==> config.mk <==
export PLATFORM = sky130hd
export DESIGN_NAME = lifo_reverser_flat
export DESIGN_NICKNAME = d
export VERILOG_FILES = /design/src/rtl/lifo_reverser_pkg.sv /design/src/rtl/lifo_reverser_if.sv /design/src/rtl/lifo_reverser.sv /design/src/flat_wrapper.sv
export SDC_FILE = /design/constraint.sdc
export NUM_CORES = 1
export LEC_CHECK = 0
export ABC_AREA = 1
export CAP_MARGIN = 5
export CELL_PAD_IN_SITES_DETAIL_PLACEMENT = 0
export CELL_PAD_IN_SITES_GLOBAL_PLACEMENT = 1
export CORE_MARGIN = 10
export CORE_UTILIZATION = 26
export DETAILED_ROUTE_END_ITERATION = 10
export HOLD_SLACK_MARGIN = 0.02
export PLACE_DENSITY = 0.87
export SLEW_MARGIN = 20
export SYNTH_ARGS = -nofsm -noshare
export SYNTH_HDL_FRONTEND = slang
export SYNTH_SLANG_ARGS = --single-unit
==> constraint.sdc <==
create_clock -name clock -period 2.6 [get_ports clock]
set_input_delay 0.39 -clock clock [delete_from_list [all_inputs] [get_ports clock]]
set_output_delay 0.39 -clock clock [all_outputs]
set_load 0.03 [all_outputs]
==> src/rtl/lifo_reverser_pkg.sv <==
// Shared types and constants for the LIFO packet reverser.
package lifo_pkg;

  localparam int DATA_W        = 8;
  localparam int DEPTH_DEFAULT = 7;

  typedef enum logic [2:0] {
    FILL,
    TURN,
    POP,
    CAPT,
    SEND
  } state_t;

endpackage

==> src/rtl/lifo_reverser_if.sv <==
// Byte stream with valid/ready handshake and end-of-packet marker.
interface lifo_reverser_if;
  import lifo_pkg::*;

  logic              valid;
  logic              ready;
  logic [DATA_W-1:0] data;
  logic              last;

  modport master (output valid, output data, output last, input ready);
  modport slave  (input valid, input data, input last, output ready);

endinterface

==> src/rtl/lifo_reverser.sv <==
// Packet byte reverser: pushes the input stream into an external LIFO, then
// pops it back out in reverse order, closing segments at DEPTH bytes.
module lifo_reverser
  import lifo_pkg::*;
#(
  parameter int DEPTH = DEPTH_DEFAULT,
  parameter int CW    = 3
) (
  input  logic              clock,
  input  logic              reset,
  lifo_reverser_if.slave    in_s,
  lifo_reverser_if.master   out_s,
  output logic              seg_split,
  output logic              lifo_wn,
  output logic              lifo_rn,
  output logic [DATA_W-1:0] lifo_din,
  input  logic [DATA_W-1:0] lifo_dout,
  input  logic              lifo_full
);

  localparam logic [CW-1:0] DEPTH_C = CW'(DEPTH);
  localparam logic [CW-1:0] ONE_C   = CW'(1);

  state_t            state_q, state_d;
  logic [CW-1:0]     count_q;
  logic [DATA_W-1:0] data_q;
  logic              last_q;
  logic              split_q;
  logic              push;
  logic              in_ready;

  // Strobes are gated with reset so nothing reaches the stack during the reset cycle.
  always_comb begin
    state_d  = state_q;
    in_ready = 1'b0;
    lifo_rn  = 1'b0;
    push     = 1'b0;
    unique case (state_q)
      FILL: begin
        in_ready = reset && (count_q < DEPTH_C) && !lifo_full;
        push     = in_s.valid && in_ready;
        if (push && (in_s.last || (count_q == DEPTH_C - ONE_C)))
          state_d = TURN;
      end
      TURN: state_d = POP;
      POP: begin
        lifo_rn = reset;
        state_d = CAPT;
      end
      CAPT: state_d = SEND;
      SEND: begin
        if (out_s.ready)
          state_d = last_q ? FILL : POP;
      end
      default: state_d = FILL;
    endcase
  end

  always_ff @(posedge clock) begin
    if (!reset) begin
      state_q <= FILL;
      count_q <= '0;
      data_q  <= '0;
      last_q  <= 1'b0;
      split_q <= 1'b0;
    end else begin
      state_q <= state_d;
      split_q <= push && !in_s.last && (count_q == DEPTH_C - ONE_C);
      if (push)
        count_q <= count_q + ONE_C;
      else if (state_q == POP)
        count_q <= count_q - ONE_C;
      if (state_q == CAPT) begin
        data_q <= lifo_dout;
        last_q <= (count_q == '0);
      end
    end
  end

  assign in_s.ready  = in_ready;
  assign lifo_wn     = push;
  assign lifo_din    = in_s.data;
  assign seg_split   = split_q;
  assign out_s.valid = (state_q == SEND);
  assign out_s.data  = data_q;
  assign out_s.last  = last_q;

endmodule

==> src/flat_wrapper.sv <==
// flat-port wrapper written by rule: the top's interface ports become plain ports
module lifo_reverser_flat import lifo_pkg::*;
#(
  parameter int DEPTH = DEPTH_DEFAULT,
  parameter int CW    = 3
)
  (clock, reset, seg_split, lifo_wn, lifo_rn, lifo_din, lifo_dout, lifo_full, in_s_valid, in_s_data, in_s_last, in_s_ready, out_s_valid, out_s_data, out_s_last, out_s_ready);
  lifo_reverser_if in_s_i ();
  lifo_reverser_if out_s_i ();
  input  logic clock;
  input  logic reset;
  output logic seg_split;
  output logic lifo_wn;
  output logic lifo_rn;
  output logic [DATA_W-1:0] lifo_din;
  input  logic [DATA_W-1:0] lifo_dout;
  input  logic lifo_full;
  input wire logic [$bits(in_s_i.valid)-1:0] in_s_valid;
  input wire logic [$bits(in_s_i.data)-1:0] in_s_data;
  input wire logic [$bits(in_s_i.last)-1:0] in_s_last;
  output wire logic [$bits(in_s_i.ready)-1:0] in_s_ready;
  output wire logic [$bits(out_s_i.valid)-1:0] out_s_valid;
  output wire logic [$bits(out_s_i.data)-1:0] out_s_data;
  output wire logic [$bits(out_s_i.last)-1:0] out_s_last;
  input wire logic [$bits(out_s_i.ready)-1:0] out_s_ready;
  assign in_s_i.valid = in_s_valid;
  assign in_s_i.data = in_s_data;
  assign in_s_i.last = in_s_last;
  assign in_s_ready = in_s_i.ready;
  assign out_s_valid = out_s_i.valid;
  assign out_s_data = out_s_i.data;
  assign out_s_last = out_s_i.last;
  assign out_s_i.ready = out_s_ready;
  lifo_reverser #(.DEPTH(DEPTH), .CW(CW)) u_core (.clock(clock), .reset(reset), .in_s(in_s_i), .out_s(out_s_i), .seg_split(seg_split), .lifo_wn(lifo_wn), .lifo_rn(lifo_rn), .lifo_din(lifo_din), .lifo_dout(lifo_dout), .lifo_full(lifo_full));
endmodule
Yosys cells after proc, flatten, opt, wreduce, memory -nomap -nowiden --
Cells that the tools add are included.
Storage, ports and cells: bits in registers 16, bits in latches 0, memory bits (writable) 0, bits in read-only memories 0, input bits 22, output and inout bits 22, logic and storage cells 37, memories kept 0
Operators by class: add/sub/neg operators 2, $mul 0, div/mod/pow operators 0, magnitude comparators 1, equal/unequal tests 7, shifts and indexed selects 0, multiplexer cells 9, bitwise gates (word level) 0, reductions and logical operators 13
Operators with widths (number):
- one-hot mux 3 bit (5 select lines) | 1
- 2-to-1 mux 3 bit | 4
- == test 3 x 2 -> 1 bit (second input constant) | 2
- == test 3 bit (second input constant) | 2
- logical AND 1 bit | 6
- zero test 3 bit | 2
- != test 2 x 1 -> 1 bit (second input constant) | 2
- adder 3 x 1 -> 3 bit (second input constant) | 1
- == test 3 x 1 -> 1 bit (second input constant) | 1
- less-than comparator 3 bit (second input constant) | 1
- 2-to-1 mux 1 bit | 3
- subtractor 3 x 1 -> 3 bit (second input constant) | 1
- zero test 1 bit | 2
- 2-to-1 mux 2 bit | 1
- AND reduction 2 bit | 1
- nonzero test 2 bit | 1
- logical OR 1 bit | 1

Longest topological paths before layout --
depth in word-level cells 7, mapped depth 11, gate-level depth less buffers 11

Least setup slack after synthesis --
Ideal clock, no wire load.
path type input to register, start point input port reset, end point register u_core.count_q[2], library setup time 115 ps, data arrival time 1790 ps, required time 2485 ps, setup slack 695 ps, cell stages on the path 9, buffers on the path 0, cells stage by stage inv_1 -> nor2_1 -> nand3_1 -> nor2_2 -> xnor2_1 -> ha_1 -> or2_1 -> a21oi_1 -> nor2_1
On the way: cells in the longest elaborated chain, start to end 5, elaborated cells on any way between the ends 6, those cells by class mux: 2; reduce/logical: 4
Ends and longest elaborated chain:
- start: declaration | RTL line flat_wrapper.sv:11 | input logic reset;
- logical AND 1 bit * (2 in a row) | RTL line lifo_reverser.sv:40 | in_ready = reset && (count_q < DEPTH_C) && !lifo_full;
- logical AND 1 bit * | RTL line lifo_reverser.sv:41 | push = in_s.valid && in_ready;
- 2-to-1 mux 1 bit * | RTL line lifo_reverser.sv:38 | unique case (state_q)
- net lifo_wn | RTL line flat_wrapper.sv:13 | output logic lifo_wn;
- 2-to-1 mux 3 bit / nonzero test 2 bit (equally long branches)
- end signal: assignment | RTL line lifo_reverser.sv:70 | count_q <= count_q + ONE_C;
- end signal: assignment | RTL line lifo_reverser.sv:72 | count_q <= count_q - ONE_C;
- end: declaration | RTL line lifo_reverser.sv:25 | logic [CW-1:0] count_q;
The timed path passes the listed nets; every way through them passes the cells marked *. A chain may end at the register's enable or synchronous reset.

Final worst setup path --
start point input port reset, end point output port lifo_rn
On the way: cells in the longest elaborated chain, start to end 1
Ends and longest elaborated chain:
- 2-to-1 mux 1 bit | RTL line lifo_reverser.sv:38
- end: declaration | RTL line flat_wrapper.sv:14 | output logic lifo_rn;
No other way between the ends.

==> run_results.csv <==
group,metric,value,unit
yosys,avgSynthCellArea,7.28,µm²
critical_path,reg2reg_from,"u_core.state_q[0]$_SDFFE_PN0P_",
sta,slew_viol_final,0,
final_layout,nets,151,
drt,via_count,716,
clock_tree,clk-insertion-delay-late,0.28,ns
clock_tree,cts_buffers,3,
drt,routed_wl,2000,µm
sta,hold_viol_final,0,
grt,grt_usage,7.88,%
final_layout,drive_above_1_share,11.8,%
worst_hold_path,hold_start,"u_core.out_s.last$_SDFFE_PN0P_",
drt,via_per_inst,4.53,
final_layout,areaGrowthSynthToFinish,36.5,%
yosys,yosys-top-cells-area,"dfxtp_1 (42%), nor2_1 (14%), buf_4 (7.9%)",
critical_path,path_cells,"clkdlybuf4s50_1 > inv_1 > nor2_1 > clkdlybuf4s50_1",
placed_design,io_buffers,27,
sta,period_share,84.5,%
critical_path,critPathMaxFanout,8,
clock_tree,h-tree-depth,1,
sta,fin_crit,2.20,ns
yosys,synth_mux_area_share,0,%
grt,grt_pass1_wl,3420,µm
sta,fin_skew,0.00208,ns
critical_path,crit_family,"buffers and inverters",
yosys,syn_inst,105,
floorplan,die_area,5510,µm²
critical_path,cp.required,2.21,ns
yosys,synth_top_family_by_area,"simple AND/OR/NAND/NOR gates",
yosys,ys.flop_type,"dfxtp_1",
critical_path,startpoint,"reset",
grt,grt_pass1_vias,787,
clock_tree,cts_setup_buffers,0,
yosys,synth-simple-area-share,30.9,%
floorplan,initial_core_util,27.5,%
drt,drc_errors,0,
yosys,async_flop_share,0,%
critical_path,worstSetupEndpointType,"primary output",
final_layout,antenna_cells,0,
critical_path,path_depth,4,
yosys,yosysMostFrequentCell,"nor2_1",
critical_path,rr_worst_depth,9,
critical_path,critical_path_class,"in2out",
yosys,ys_seq_elements,16,
critical_path,r2r-end,"u_core.count_q[2]$_SDFFE_PN0P_",
power,leakagePower,0.000432,µW
critical_path,rrSetupSlack,0.91,ns
sta,setup_tns,0,ns
critical_path,crit_top_cell,"clkdlybuf4s50_1",
yosys,synth_top_area_share,41.9,%
sta,slew_headroom,75.1,%
yosys,synth.distinct_cells,22,
sta,rsz0062_at_grt,"no",
yosys,synth-edff-count,0,
critical_path,crit_path_max_incr_delay,0.68,ns
clock_tree,cts.repair.resized,0,
yosys,synth-xor-area-share,1.15,%
placed_design,gp_congestion,0.813,
clock_tree,clock_path_buffers,2,
grt,antenna_found_initial,0,
critical_path,crit_end,"lifo_rn",
grt,overflow,0,
critical_path,crit_slowest_cell,"clkdlybuf4s50_1",
sta,worst_slew_pin_slew,0.373,ns
floorplan,ioPinCount,44,
floorplan,core_area,2780,µm²
yosys,synth_common_cells,"nor2_1 (28), dfxtp_1 (16), nand2_1 (11)",
drt,postRouteAntennaNets,0,
floorplan,rows,19,
yosys,synth_nets,128,
critical_path,worst_ep_arrival_time,1.81,ns
clock_tree,cts_tree,"built",
run,maxCapViolCount,0,
yosys,synthAdderAreaFrac,1.64,%
critical_path,start_kind,"input port",
floorplan,die_x,74.2,µm
yosys,synth-seq-area-share,41.9,%
grt,grt_max_degree,11,
sta,max_freq,455,MHz
yosys,synth_area,764,µm²
yosys,yosys_warnings,0,
clock_tree,clkTransAtPathRegs,0.09,ns
placed_design,hpwl,1620,µm
clock_tree,cts.sinks,16,
drt,drt_first_pass_iters,3,
drt,routedWlPerCell,12.7,µm
power,ir_drop,0.227,mV
yosys,synth-compound-area-share,12.4,%
worst_hold_path,min_path_type,"reg2reg",
drt,first_iter_violations,21,
yosys,synth_top_area_cell,"dfxtp_1",
clock_tree,cts-root-buf,"clkbuf_4",
sta,holdWs,0.490,ns
critical_path,path_buf_inv,3,
outcome,status,"finished, final reports clean",
clock_tree,postCtsHoldBufs,0,
power,powerDensity,456,nW/µm²
sta,setup_viol,0,
floorplan,fp.dieH,74.2,µm
==> metrics by stage <==
stage          power [µW]  util, %  instance area [µm²]  setup slack (ns)  std cells
2_1_floorplan         312        -                  764             0.695        105
3_3_place_gp          317     36.2                 1010             0.366        154
3_5_place_dp          318     36.2                 1010             0.292        154
4_1_cts               485     37.5                 1040             0.389        158
5_1_grt               502     37.5                 1040             0.297        158
6_report              475     37.5                 1040             0.404        158
==> logic make-up after synthesis <==
family	after synthesis
compound gates	17
xor+xnor	1
fa+ha+maj	1
buf+inv	16
flops	16
simple gates	54
==> power by group <==
group          internal [µW]  leakage (µW)  switching [µW]
registers                249      0.000129            5.15
logic                   31.6      0.000282            26.4
clock network           85.2     0.0000210            78.2
==> metal layers <==
metal	vias to the layer above	track usage, %	wire [µm]
met1	312	7.93	859
met2	29	12.5	846
met5	-	0	0
li1	373	-	-
met4	0	4.27	25
met3	2	4.79	271
==> registers in the layout, indices dropped and copies added, names as in the netlist <==
signal and flops:
u_core.count_q 3, u_core.out_s.data 8, u_core.out_s.last 1, u_core.seg_split 1, u_core.state_q 3
==> layout by cell type (no fill, tap or decap), drive strengths merged <==
cell type      synthesis  routed
a21oi                  4       4
a31oi                  1       1
buf                   10       3
clkbuf                 0       4
clkdlybuf4s50          0      25
dfxtp                 16      16
ha                     1       1
inv                    6       6
nand2                 12      12
nand3                  7       7
nor2                  32      32
nor4                   1       1
o21ai                 10      10
o21bai                 2       2
or2                    2       2
xnor2                  1       1
==> worst min path at each step <==
stage                                           to  slack [ns]  depth (start not counted)
finish              u_core.out_s.last$_SDFFE_PN0P_        0.49                          2
global route        u_core.out_s.last$_SDFFE_PN0P_        0.53                          2
CTS                 u_core.out_s.last$_SDFFE_PN0P_        0.50                          2
detailed placement  u_core.out_s.last$_SDFFE_PN0P_        0.48                          2
global placement    u_core.out_s.last$_SDFFE_PN0P_        0.48                          2
floorplan              u_core.seg_split$_SDFF_PN0_        0.47                          1
==> worst register-to-register path: stages, from the launching register on <==
cell and delay, ns:
dfxtp_1 0.34, nor2_2 0.16, nand2_1 0.16, nor2_2 0.20
xnor2_1 0.14, ha_1 0.19, nor2_1 0.04, o21bai_1 0.17
a21oi_1 0.13, nor2_1 0.06
==> layout make-up <==
| class | instances | area, µm² |
|---|---|---|
| fillers | 294 | 1740 |
| repair buffers | 28 | 273 |
| well taps | 31 | 38.8 |
| multi-input cells | 73 | 353 |
| flip-flops and latches | 16 | 320 |
| inverters | 6 | 22.5 |
| clock buffers | 4 | 36.3 |
(Power assumes the default switching activity.)
